==> src/rtl/n64rgb_pkg.sv <==
// n64rgb_pkg
// Shared definitions for the N64 VI demultiplexer slice.
// Contents:
//   SYNC_* : bit positions of the sync flags inside the sync-cycle nibble
//   phase_t : pixel phase encoding (R, G, B capture, then DONE)
//   PAL_THRESH_DEF / MIN_LINES_DEF : default field line-count thresholds
//   BAR_* / test_bar() : RGB on/off triplets of the 8 vertical test bars
package n64rgb_pkg;

  localparam int SYNC_VSYNC = 3;
  localparam int SYNC_CLAMP = 2;
  localparam int SYNC_HSYNC = 1;
  localparam int SYNC_CSYNC = 0;

  typedef enum logic [1:0] {
    PH_R    = 2'd0,
    PH_G    = 2'd1,
    PH_B    = 2'd2,
    PH_DONE = 2'd3
  } phase_t;

  localparam int PAL_THRESH_DEF = 288;
  localparam int MIN_LINES_DEF  = 200;

  // {R,G,B} on/off per bar, left to right
  localparam logic [2:0] BAR_WHITE   = 3'b111;
  localparam logic [2:0] BAR_YELLOW  = 3'b110;
  localparam logic [2:0] BAR_CYAN    = 3'b011;
  localparam logic [2:0] BAR_GREEN   = 3'b010;
  localparam logic [2:0] BAR_MAGENTA = 3'b101;
  localparam logic [2:0] BAR_RED     = 3'b100;
  localparam logic [2:0] BAR_BLUE    = 3'b001;
  localparam logic [2:0] BAR_BLACK   = 3'b000;

  function automatic logic [2:0] test_bar(input logic [2:0] idx);
    logic [2:0] rgb;
    rgb = BAR_BLACK;
    case (idx)
      3'd0: rgb = BAR_WHITE;
      3'd1: rgb = BAR_YELLOW;
      3'd2: rgb = BAR_CYAN;
      3'd3: rgb = BAR_GREEN;
      3'd4: rgb = BAR_MAGENTA;
      3'd5: rgb = BAR_RED;
      3'd6: rgb = BAR_BLUE;
      default: rgb = BAR_BLACK;
    endcase
    return rgb;
  endfunction

endpackage

==> src/rtl/n64_vdemux_gen_if.sv <==
// n64_vdemux_gen_if
// Bundles the VI input bus and the demultiplexed video outputs.
// Ports (signals):
//   nDSYNC_i, D_i[IN_W], nViDeBlur_i, TestPat_i : VI source -> demux
//   R_o/G_o/B_o[OUT_W], nVSYNC_o, nCLAMP_o, nHSYNC_o, nCSYNC_o,
//   PIXEL_VALID_o, PALMODE_o, N64_480I_o, PHASE_ERR_o : demux -> sink
// Modports: master = VI source / consumer side, slave = demultiplexer.
interface n64_vdemux_gen_if #(
  parameter int IN_W  = 7,
  parameter int OUT_W = 8
);
  logic             nDSYNC_i;
  logic [IN_W-1:0]  D_i;
  logic             nViDeBlur_i;
  logic             TestPat_i;
  logic [OUT_W-1:0] R_o;
  logic [OUT_W-1:0] G_o;
  logic [OUT_W-1:0] B_o;
  logic             nVSYNC_o;
  logic             nCLAMP_o;
  logic             nHSYNC_o;
  logic             nCSYNC_o;
  logic             PIXEL_VALID_o;
  logic             PALMODE_o;
  logic             N64_480I_o;
  logic             PHASE_ERR_o;

  modport master (
    output nDSYNC_i, D_i, nViDeBlur_i, TestPat_i,
    input  R_o, G_o, B_o, nVSYNC_o, nCLAMP_o, nHSYNC_o, nCSYNC_o,
           PIXEL_VALID_o, PALMODE_o, N64_480I_o, PHASE_ERR_o
  );

  modport slave (
    input  nDSYNC_i, D_i, nViDeBlur_i, TestPat_i,
    output R_o, G_o, B_o, nVSYNC_o, nCLAMP_o, nHSYNC_o, nCSYNC_o,
           PIXEL_VALID_o, PALMODE_o, N64_480I_o, PHASE_ERR_o
  );
endinterface

==> src/rtl/n64_sync_analyzer.sv <==
// n64_sync_analyzer
// Line counting, NTSC/PAL and 480i detection, and the deblur blanking register.
// Ports:
//   vclk, rst       : pixel clock, async active-high reset
//   sync_cycle      : current cycle is a sync cycle (nDSYNC low)
//   sync_in         : sync nibble on the bus this cycle
//   sync_prev       : previously latched sync nibble (for edge detection)
//   nvideblur       : low requests deblur blanking
//   palmode         : 1 = PAL, 0 = NTSC
//   n64_480i        : interlaced source detected
//   nblank          : 1 = next pixel may be committed
module n64_sync_analyzer
  import n64rgb_pkg::*;
#(
  parameter int LINE_W     = 10,
  parameter int PAL_THRESH = PAL_THRESH_DEF,
  parameter int MIN_LINES  = MIN_LINES_DEF
) (
  input  logic       vclk,
  input  logic       rst,
  input  logic       sync_cycle,
  input  logic [3:0] sync_in,
  input  logic [3:0] sync_prev,
  input  logic       nvideblur,
  output logic       palmode,
  output logic       n64_480i,
  output logic       nblank
);
  logic [LINE_W-1:0] line_cnt;
  logic              field_id;
  logic              hs_fall;
  logic              vs_fall;
  logic              cs_rise;
  logic              unused_clamp;

  assign hs_fall = sync_cycle && sync_prev[SYNC_HSYNC] && !sync_in[SYNC_HSYNC];
  assign vs_fall = sync_cycle && sync_prev[SYNC_VSYNC] && !sync_in[SYNC_VSYNC];
  assign cs_rise = sync_cycle && !sync_prev[SYNC_CSYNC] && sync_in[SYNC_CSYNC];
  assign unused_clamp = sync_in[SYNC_CLAMP] ^ sync_prev[SYNC_CLAMP];

  // A short (glitch) field still restarts the line count and updates the
  // field parity, but must not flip the PAL/NTSC decision.
  always_ff @(posedge vclk or posedge rst) begin
    if (rst) begin
      line_cnt <= '0;
      field_id <= 1'b0;
      palmode  <= 1'b0;
      n64_480i <= 1'b0;
    end else if (vs_fall) begin
      if (int'(line_cnt) >= MIN_LINES)
        palmode <= (int'(line_cnt) > PAL_THRESH);
      field_id <= hs_fall;
      n64_480i <= field_id ^ hs_fall;
      line_cnt <= '0;
    end else if (hs_fall && (line_cnt != '1)) begin
      line_cnt <= line_cnt + 1'b1;
    end
  end

  // Deblur: alternate pixels are held; the phase is re-aligned on each
  // composite sync rise so the blanked column is stable line to line.
  always_ff @(posedge vclk or posedge rst) begin
    if (rst) begin
      nblank <= 1'b1;
    end else if (sync_cycle) begin
      if (nvideblur || n64_480i)
        nblank <= 1'b1;
      else if (cs_rise)
        nblank <= palmode;
      else
        nblank <= ~nblank;
    end
  end

endmodule

==> src/rtl/n64_vdemux_gen.sv <==
// n64_vdemux_gen
// Demultiplexes the N64 VI bus (sync, R, G, B per pixel) into registered
// parallel RGB with separate syncs, a pixel strobe and a malformed-pixel flag.
// Ports:
//   VCLK_i : VI pixel clock (rising edge)
//   RST_i  : asynchronous active-high reset
//   vi     : n64_vdemux_gen_if.slave (VI bus in, RGB/sync/status out)
// Optional feature macro: N64_TESTPAT_EN (8 vertical colour bars on TestPat_i).
module n64_vdemux_gen
  import n64rgb_pkg::*;
#(
  parameter int IN_W       = 7,
  parameter int OUT_W      = 8,
  parameter int LINE_W     = 10,
  parameter int PAL_THRESH = PAL_THRESH_DEF,
  parameter int MIN_LINES  = MIN_LINES_DEF
) (
  input logic             VCLK_i,
  input logic             RST_i,
  n64_vdemux_gen_if.slave vi
);
  phase_t           phase;
  phase_t           phase_nxt;
  logic [IN_W-1:0]  r_stg;
  logic [IN_W-1:0]  g_stg;
  logic [IN_W-1:0]  b_stg;
  logic [3:0]       sync_q;
  logic             seen_sync;
  logic             sync_cycle;
  logic             commit;
  logic             incomplete;
  logic             extra_data;
  logic             palmode;
  logic             n64_480i;
  logic             nblank;
  logic [OUT_W-1:0] r_q, g_q, b_q;
  logic [OUT_W-1:0] r_nxt, g_nxt, b_nxt;
  logic             pixel_valid_q;
  logic             phase_err_q;

  // Repeats the input value bit-wise from the MSB down: widening fills the
  // LSBs with the top bits, narrowing keeps the top OUT_W bits.
  function automatic logic [OUT_W-1:0] adapt(input logic [IN_W-1:0] v);
    logic [OUT_W-1:0] o;
    o = '0;
    for (int i = 0; i < OUT_W; i++)
      o[OUT_W-1-i] = v[IN_W-1-(i % IN_W)];
    return o;
  endfunction

  assign sync_cycle = ~vi.nDSYNC_i;
  assign commit     = sync_cycle && (phase == PH_DONE) && nblank;
  // The very first sync after reset has no preceding pixel to judge.
  assign incomplete = sync_cycle && (phase != PH_DONE) && seen_sync;
  assign extra_data = !sync_cycle && (phase == PH_DONE);

  always_ff @(posedge VCLK_i or posedge RST_i) begin
    if (RST_i) phase <= PH_R;
    else       phase <= phase_nxt;
  end

  always_comb begin
    phase_nxt = phase;
    if (sync_cycle) begin
      phase_nxt = PH_R;
    end else begin
      case (phase)
        PH_R:    phase_nxt = PH_G;
        PH_G:    phase_nxt = PH_B;
        PH_B:    phase_nxt = PH_DONE;
        default: phase_nxt = PH_DONE;
      endcase
    end
  end

  always_ff @(posedge VCLK_i or posedge RST_i) begin
    if (RST_i) begin
      r_stg <= '0;
      g_stg <= '0;
      b_stg <= '0;
    end else if (!sync_cycle) begin
      case (phase)
        PH_R:    r_stg <= vi.D_i;
        PH_G:    g_stg <= vi.D_i;
        PH_B:    b_stg <= vi.D_i;
        default: ;
      endcase
    end
  end

  always_ff @(posedge VCLK_i or posedge RST_i) begin
    if (RST_i) begin
      sync_q    <= 4'hF;
      seen_sync <= 1'b0;
    end else if (sync_cycle) begin
      sync_q    <= vi.D_i[3:0];
      seen_sync <= 1'b1;
    end
  end

  always_ff @(posedge VCLK_i or posedge RST_i) begin
    if (RST_i)                          phase_err_q <= 1'b0;
    else if (incomplete || extra_data)  phase_err_q <= 1'b1;
  end

`ifdef N64_TESTPAT_EN
  logic [9:0] pixel_cnt;
  logic       hsync_fall;
  logic [2:0] bar;

  assign hsync_fall = sync_cycle && sync_q[SYNC_HSYNC] && !vi.D_i[SYNC_HSYNC];
  assign bar        = test_bar(pixel_cnt[8:6]);

  always_ff @(posedge VCLK_i or posedge RST_i) begin
    if (RST_i)                              pixel_cnt <= '0;
    else if (hsync_fall)                    pixel_cnt <= '0;
    else if (commit && (pixel_cnt != '1))   pixel_cnt <= pixel_cnt + 1'b1;
  end

  always_comb begin
    r_nxt = adapt(r_stg);
    g_nxt = adapt(g_stg);
    b_nxt = adapt(b_stg);
    if (vi.TestPat_i) begin
      r_nxt = {OUT_W{bar[2]}};
      g_nxt = {OUT_W{bar[1]}};
      b_nxt = {OUT_W{bar[0]}};
    end
  end
`else
  logic unused_testpat;
  assign unused_testpat = vi.TestPat_i;

  always_comb begin
    r_nxt = adapt(r_stg);
    g_nxt = adapt(g_stg);
    b_nxt = adapt(b_stg);
  end
`endif

  always_ff @(posedge VCLK_i or posedge RST_i) begin
    if (RST_i) begin
      r_q           <= '0;
      g_q           <= '0;
      b_q           <= '0;
      pixel_valid_q <= 1'b0;
    end else begin
      pixel_valid_q <= commit;
      if (commit) begin
        r_q <= r_nxt;
        g_q <= g_nxt;
        b_q <= b_nxt;
      end
    end
  end

  n64_sync_analyzer #(
    .LINE_W     (LINE_W),
    .PAL_THRESH (PAL_THRESH),
    .MIN_LINES  (MIN_LINES)
  ) u_sync_analyzer (
    .vclk       (VCLK_i),
    .rst        (RST_i),
    .sync_cycle (sync_cycle),
    .sync_in    (vi.D_i[3:0]),
    .sync_prev  (sync_q),
    .nvideblur  (vi.nViDeBlur_i),
    .palmode    (palmode),
    .n64_480i   (n64_480i),
    .nblank     (nblank)
  );

  assign vi.R_o           = r_q;
  assign vi.G_o           = g_q;
  assign vi.B_o           = b_q;
  assign vi.nVSYNC_o      = sync_q[SYNC_VSYNC];
  assign vi.nCLAMP_o      = sync_q[SYNC_CLAMP];
  assign vi.nHSYNC_o      = sync_q[SYNC_HSYNC];
  assign vi.nCSYNC_o      = sync_q[SYNC_CSYNC];
  assign vi.PIXEL_VALID_o = pixel_valid_q;
  assign vi.PALMODE_o     = palmode;
  assign vi.N64_480I_o    = n64_480i;
  assign vi.PHASE_ERR_o   = phase_err_q;

endmodule
==> src/flat_wrapper.sv <==
// flat-port wrapper written by rule: the top's interface ports become plain ports
module n64_vdemux_gen_flat import n64rgb_pkg::*;
#(
  parameter int IN_W       = 7,
  parameter int OUT_W      = 8,
  parameter int LINE_W     = 10,
  parameter int PAL_THRESH = PAL_THRESH_DEF,
  parameter int MIN_LINES  = MIN_LINES_DEF
)
  (VCLK_i, RST_i, vi_nDSYNC_i, vi_D_i, vi_nViDeBlur_i, vi_TestPat_i, vi_R_o, vi_G_o, vi_B_o, vi_nVSYNC_o, vi_nCLAMP_o, vi_nHSYNC_o, vi_nCSYNC_o, vi_PIXEL_VALID_o, vi_PALMODE_o, vi_N64_480I_o, vi_PHASE_ERR_o);
  n64_vdemux_gen_if #(.IN_W(IN_W), .OUT_W(OUT_W)) vi_i ();
  input logic VCLK_i;
  input logic RST_i;
  input wire logic [$bits(vi_i.nDSYNC_i)-1:0] vi_nDSYNC_i;
  input wire logic [$bits(vi_i.D_i)-1:0] vi_D_i;
  input wire logic [$bits(vi_i.nViDeBlur_i)-1:0] vi_nViDeBlur_i;
  input wire logic [$bits(vi_i.TestPat_i)-1:0] vi_TestPat_i;
  output wire logic [$bits(vi_i.R_o)-1:0] vi_R_o;
  output wire logic [$bits(vi_i.G_o)-1:0] vi_G_o;
  output wire logic [$bits(vi_i.B_o)-1:0] vi_B_o;
  output wire logic [$bits(vi_i.nVSYNC_o)-1:0] vi_nVSYNC_o;
  output wire logic [$bits(vi_i.nCLAMP_o)-1:0] vi_nCLAMP_o;
  output wire logic [$bits(vi_i.nHSYNC_o)-1:0] vi_nHSYNC_o;
  output wire logic [$bits(vi_i.nCSYNC_o)-1:0] vi_nCSYNC_o;
  output wire logic [$bits(vi_i.PIXEL_VALID_o)-1:0] vi_PIXEL_VALID_o;
  output wire logic [$bits(vi_i.PALMODE_o)-1:0] vi_PALMODE_o;
  output wire logic [$bits(vi_i.N64_480I_o)-1:0] vi_N64_480I_o;
  output wire logic [$bits(vi_i.PHASE_ERR_o)-1:0] vi_PHASE_ERR_o;
  assign vi_i.nDSYNC_i = vi_nDSYNC_i;
  assign vi_i.D_i = vi_D_i;
  assign vi_i.nViDeBlur_i = vi_nViDeBlur_i;
  assign vi_i.TestPat_i = vi_TestPat_i;
  assign vi_R_o = vi_i.R_o;
  assign vi_G_o = vi_i.G_o;
  assign vi_B_o = vi_i.B_o;
  assign vi_nVSYNC_o = vi_i.nVSYNC_o;
  assign vi_nCLAMP_o = vi_i.nCLAMP_o;
  assign vi_nHSYNC_o = vi_i.nHSYNC_o;
  assign vi_nCSYNC_o = vi_i.nCSYNC_o;
  assign vi_PIXEL_VALID_o = vi_i.PIXEL_VALID_o;
  assign vi_PALMODE_o = vi_i.PALMODE_o;
  assign vi_N64_480I_o = vi_i.N64_480I_o;
  assign vi_PHASE_ERR_o = vi_i.PHASE_ERR_o;
  n64_vdemux_gen #(.IN_W(IN_W), .OUT_W(OUT_W), .LINE_W(LINE_W), .PAL_THRESH(PAL_THRESH), .MIN_LINES(MIN_LINES)) u_core (.VCLK_i(VCLK_i), .RST_i(RST_i), .vi(vi_i));
endmodule
==> config.mk <==
export PLATFORM = sky130hd
export DESIGN_NAME = n64_vdemux_gen_flat
export DESIGN_NICKNAME = d
export VERILOG_FILES = /design/src/rtl/n64rgb_pkg.sv /design/src/rtl/n64_vdemux_gen_if.sv /design/src/rtl/n64_sync_analyzer.sv /design/src/rtl/n64_vdemux_gen.sv /design/src/flat_wrapper.sv
export SDC_FILE = /design/constraint.sdc
export NUM_CORES = 1
export LEC_CHECK = 0
export ABC_AREA = 1
export CORE_MARGIN = 10
export CORE_UTILIZATION = 53
export CTS_CLUSTER_DIAMETER = 100
export CTS_CLUSTER_SIZE = 20
export DETAILED_ROUTE_END_ITERATION = 10
export GPL_TIMING_DRIVEN = 0
export MAX_ROUTING_LAYER = met4
export PLACE_DENSITY_LB_ADDON = 0.3
export RECOVER_POWER = 100
export SLEW_MARGIN = 20
export SYNTH_ARGS = -nofsm -noshare
export SYNTH_HDL_FRONTEND = slang
export SYNTH_SLANG_ARGS = --single-unit
==> constraint.sdc <==
create_clock -name VCLK_i -period 2.98 [get_ports VCLK_i]
set_clock_uncertainty 0.2 [all_clocks]
set_input_delay 0.596 -clock VCLK_i [delete_from_list [all_inputs] [get_ports VCLK_i]]
set_output_delay 0.596 -clock VCLK_i [all_outputs]
set_load 0.01 [all_outputs]
==> flow_summary_export.csv <==
group,metric,value,unit
sta,maxSlewViolCount,0,
clock_tree,htreeDepth,3,
critical_path,critPathLaunchType,"primary input",
sta,hold_viol,0,
route,drc,0,
grt,antenna_found_initial,0,
cells_and_area,diodes,0,
cells_and_area,final_common_cell,"nand2_1",
floorplan,die-area,8800,sq um
critical_path,worst-endpoint-arrival,2.44,ns
route,viasPerCell,5.00,
grt,grtUsageMet3,0.0424,
placed_design,place_congestion,0.890,
cells_and_area,drive_gt1_frac,0.0951,
cells_and_area,area_delta_synth_final,24.4,%
sta,setup_viol,0,
route,vias,2296,
cells_and_area,fillers,421,
pwr,power_density,710,nW/um^2
route,drt-wirelength-per-cell,13.6,microns
cells_and_area,final_cell_mix,"nand2_1, dfrtp_1, dlygate4sd3_1, o21ai_0, inv_1",
grt,grt_usage,0.158,
clock_tree,clk_latency,0.33,ns
route,ant_nets,0,
sta,whs,0.262,ns
sta,maxSlewHeadroom,0.298,
route,wl,6.23,mm
clock_tree,cts_setup_buffers,0,
floorplan,dieWidth,93.8,microns
grt,grt_max_degree,44,
placed_design,dp_hpwl,4.61,mm
sta,worst_pin_slew,1.05,ns
critical_path,crit_type,"primary input to flop",
floorplan,initial_core_util,0.555,
floorplan,pin_count,44,
grt,grt_pass1_vias,2270,
critical_path,cp-end-kind,"flop",
route,first_iter_violations,175,
clock_tree,ctsResizeCount,0,
sta,fmax,417,MHz
synth,syn_nets,345,
clock_tree,numCtsBuffers,9,
placed_design,numPortBuffers,42,
grt,grt_pass1_wl,10.9,mm
floorplan,die_height,93.8,microns
synth,syn-cell-area,2890,sq um
synth,synth-warning-count,0,
pwr,worst_ir_drop_vdd,397,uV
flow_run,max-cap-violations,0,
floorplan,rows,26,
clock_tree,root_buffer,"clkbuf_8",
grt,busiest_layer,"met2",
sta,rsz0062_at_grt,"no",
cells_and_area,final_core_util,0.690,
clock_tree,hold_buffers,0,
synth,ys_ff_latch,65,
critical_path,crit_required,3.02,ns
sta,timing.final.crit_share,0.805,
clock_tree,clockBufferDepth,2,
sta,min_period,2.40,ns
clock_tree,path_clk_slew,0.07,ns
synth,synth.distinct_cells,30,
synth,ys_seq_area_frac,0.566,
floorplan,coreArea,5200,sq um
grt,use_met1,0.191,
min_path,hold_path.class,"flop to flop",
route,drt_first_pass_iters,4,
pwr,p_leak,1.80,nW
run_status,outcome,"complete, no violations",
cells_and_area,nets,399,
clock_tree,cts_num_sinks,65,
critical_path,crit_fanout,10,
synth,avgSynthCellArea,8.72,sq um
grt,overflow,0,
clock_tree,cts_tree,"done",
synth,netlist_instances,331,
grt,grt.met2_usage,0.244,
[synthesized netlist by cell type, drive strengths merged]
cell type  instances  area share
o21ai             34       0.059
nand2            131        0.18
or2                1      0.0022
xor2               3      0.0091
inv               27       0.035
a21oi              2      0.0035
nor3               4       0.011
o21a               1      0.0026
ha                 2      0.0087
buf               13       0.033
nand3b             2      0.0095
o211ai             1      0.0026
nor3b              1      0.0026
clkbuf             1      0.0013
nand3             20       0.036
nand4              4      0.0087
dfrtp             60        0.52
dfstp              5       0.046
nor2              19       0.033
[worst max-delay path, stage by stage]
cell,delay (ns)
dlygate4sd3_1,0.54
clkbuf_1,0.45
nand3_1,0.32
clkbuf_1,0.29
o21ai_0,0.23
[flip-flops by register name, indices dropped and copies added (netlist names)]
signal,count
u_core.u_sync_analyzer.palmode,1
u_core.vi.R_o,7
u_core.u_sync_analyzer.field_id,1
u_core.vi.B_o,7
u_core.vi.PIXEL_VALID_o,1
u_core.u_sync_analyzer.n64_480i,1
u_core.sync_q,4
u_core.vi.PHASE_ERR_o,1
u_core.g_stg,7
u_core.phase,2
u_core.seen_sync,1
u_core.u_sync_analyzer.nblank,1
u_core.u_sync_analyzer.line_cnt,10
u_core.vi.G_o,7
u_core.b_stg,7
u_core.r_stg,7
[report_power, final]
group	switching, W	leakage (nW)	internal, W
Combinational	0.000277	0.870	0.000282
Clock	0.000312	0.106	0.000489
Sequential	0.000115	0.823	0.00108
Total	0.000703	1.80	0.00185
[area by class of cell]
cell class | count | area, sq um | share of cell area
plain buffers | 14 | 73.8 | 0.0206
clock buffers | 12 | 145 | 0.0404
clock inverters | 3 | 65.1 | 0.0181
inverters | 27 | 103 | 0.0286
multi-input cells | 225 | 1040 | 0.291
flip-flops and latches | 65 | 1630 | 0.455
well taps | 70 | 87.6 | 0.0244
repair buffers | 43 | 440 | 0.123
[metrics by stage]
step / instances / cell area [sq um] / setup WS, ns / TNS [ns] / total power [W]
floorplan: 331 / 2890 / 0.566 / 0 / 0.00148
global placement: 443 / 3390 / -0.489 / -29.18 / 0.00180
detailed placement: 444 / 3420 / 0.761 / 0 / 0.00184
CTS: 459 / 3630 / 0.732 / 0 / 0.00264
global route: 459 / 3590 / 0.427 / 0 / 0.00271
finish: 459 / 3590 / 0.582 / 0 / 0.00255
[path summary, 6_finish.rpt]
kind                                                           start                                              to  slack (ns)  cells past startpoint
max                                                      vi_nDSYNC_i                     u_core.g_stg[5]$_DFFE_PP0P_        0.58                      5
min reg2reg                             u_core.vi.G_o[6]$_DFFE_PP0P_                    u_core.vi.G_o[6]$_DFFE_PP0P_        0.26                      2
min in group asynchronous                                      RST_i  u_core.u_sync_analyzer.line_cnt[1]$_DFFE_PP0P_        0.71                      2
max reg2reg                u_core.u_sync_analyzer.nblank$_DFFE_PP1N_                    u_core.vi.R_o[2]$_DFFE_PP0P_        1.21                      6
max in group asynchronous                                      RST_i                    u_core.sync_q[2]$_DFFE_PP1N_        1.11                      3
min                                     u_core.vi.G_o[6]$_DFFE_PP0P_                    u_core.vi.G_o[6]$_DFFE_PP0P_        0.26                      2
[layer usage]
layer / part of all wire / wire length [microns]
met4: 0.011 / 71
met3: 0.065 / 404
met1: 0.44 / 2720
met2: 0.49 / 3030
met5: 0 / 0
[kinds of logic after synthesis]
| family | synth area share |
|---|---|
| AOI/OAI and AO/OA | 0.0676 |
| xor gates and xnor gates | 0.00910 |
| adders and majority gates | 0.00867 |
| buffers and inverters | 0.0698 |
| DFF | 0.566 |
| and+or+nand+nor | 0.279 |
No activity file was read; power rests on OpenSTA's default activity.
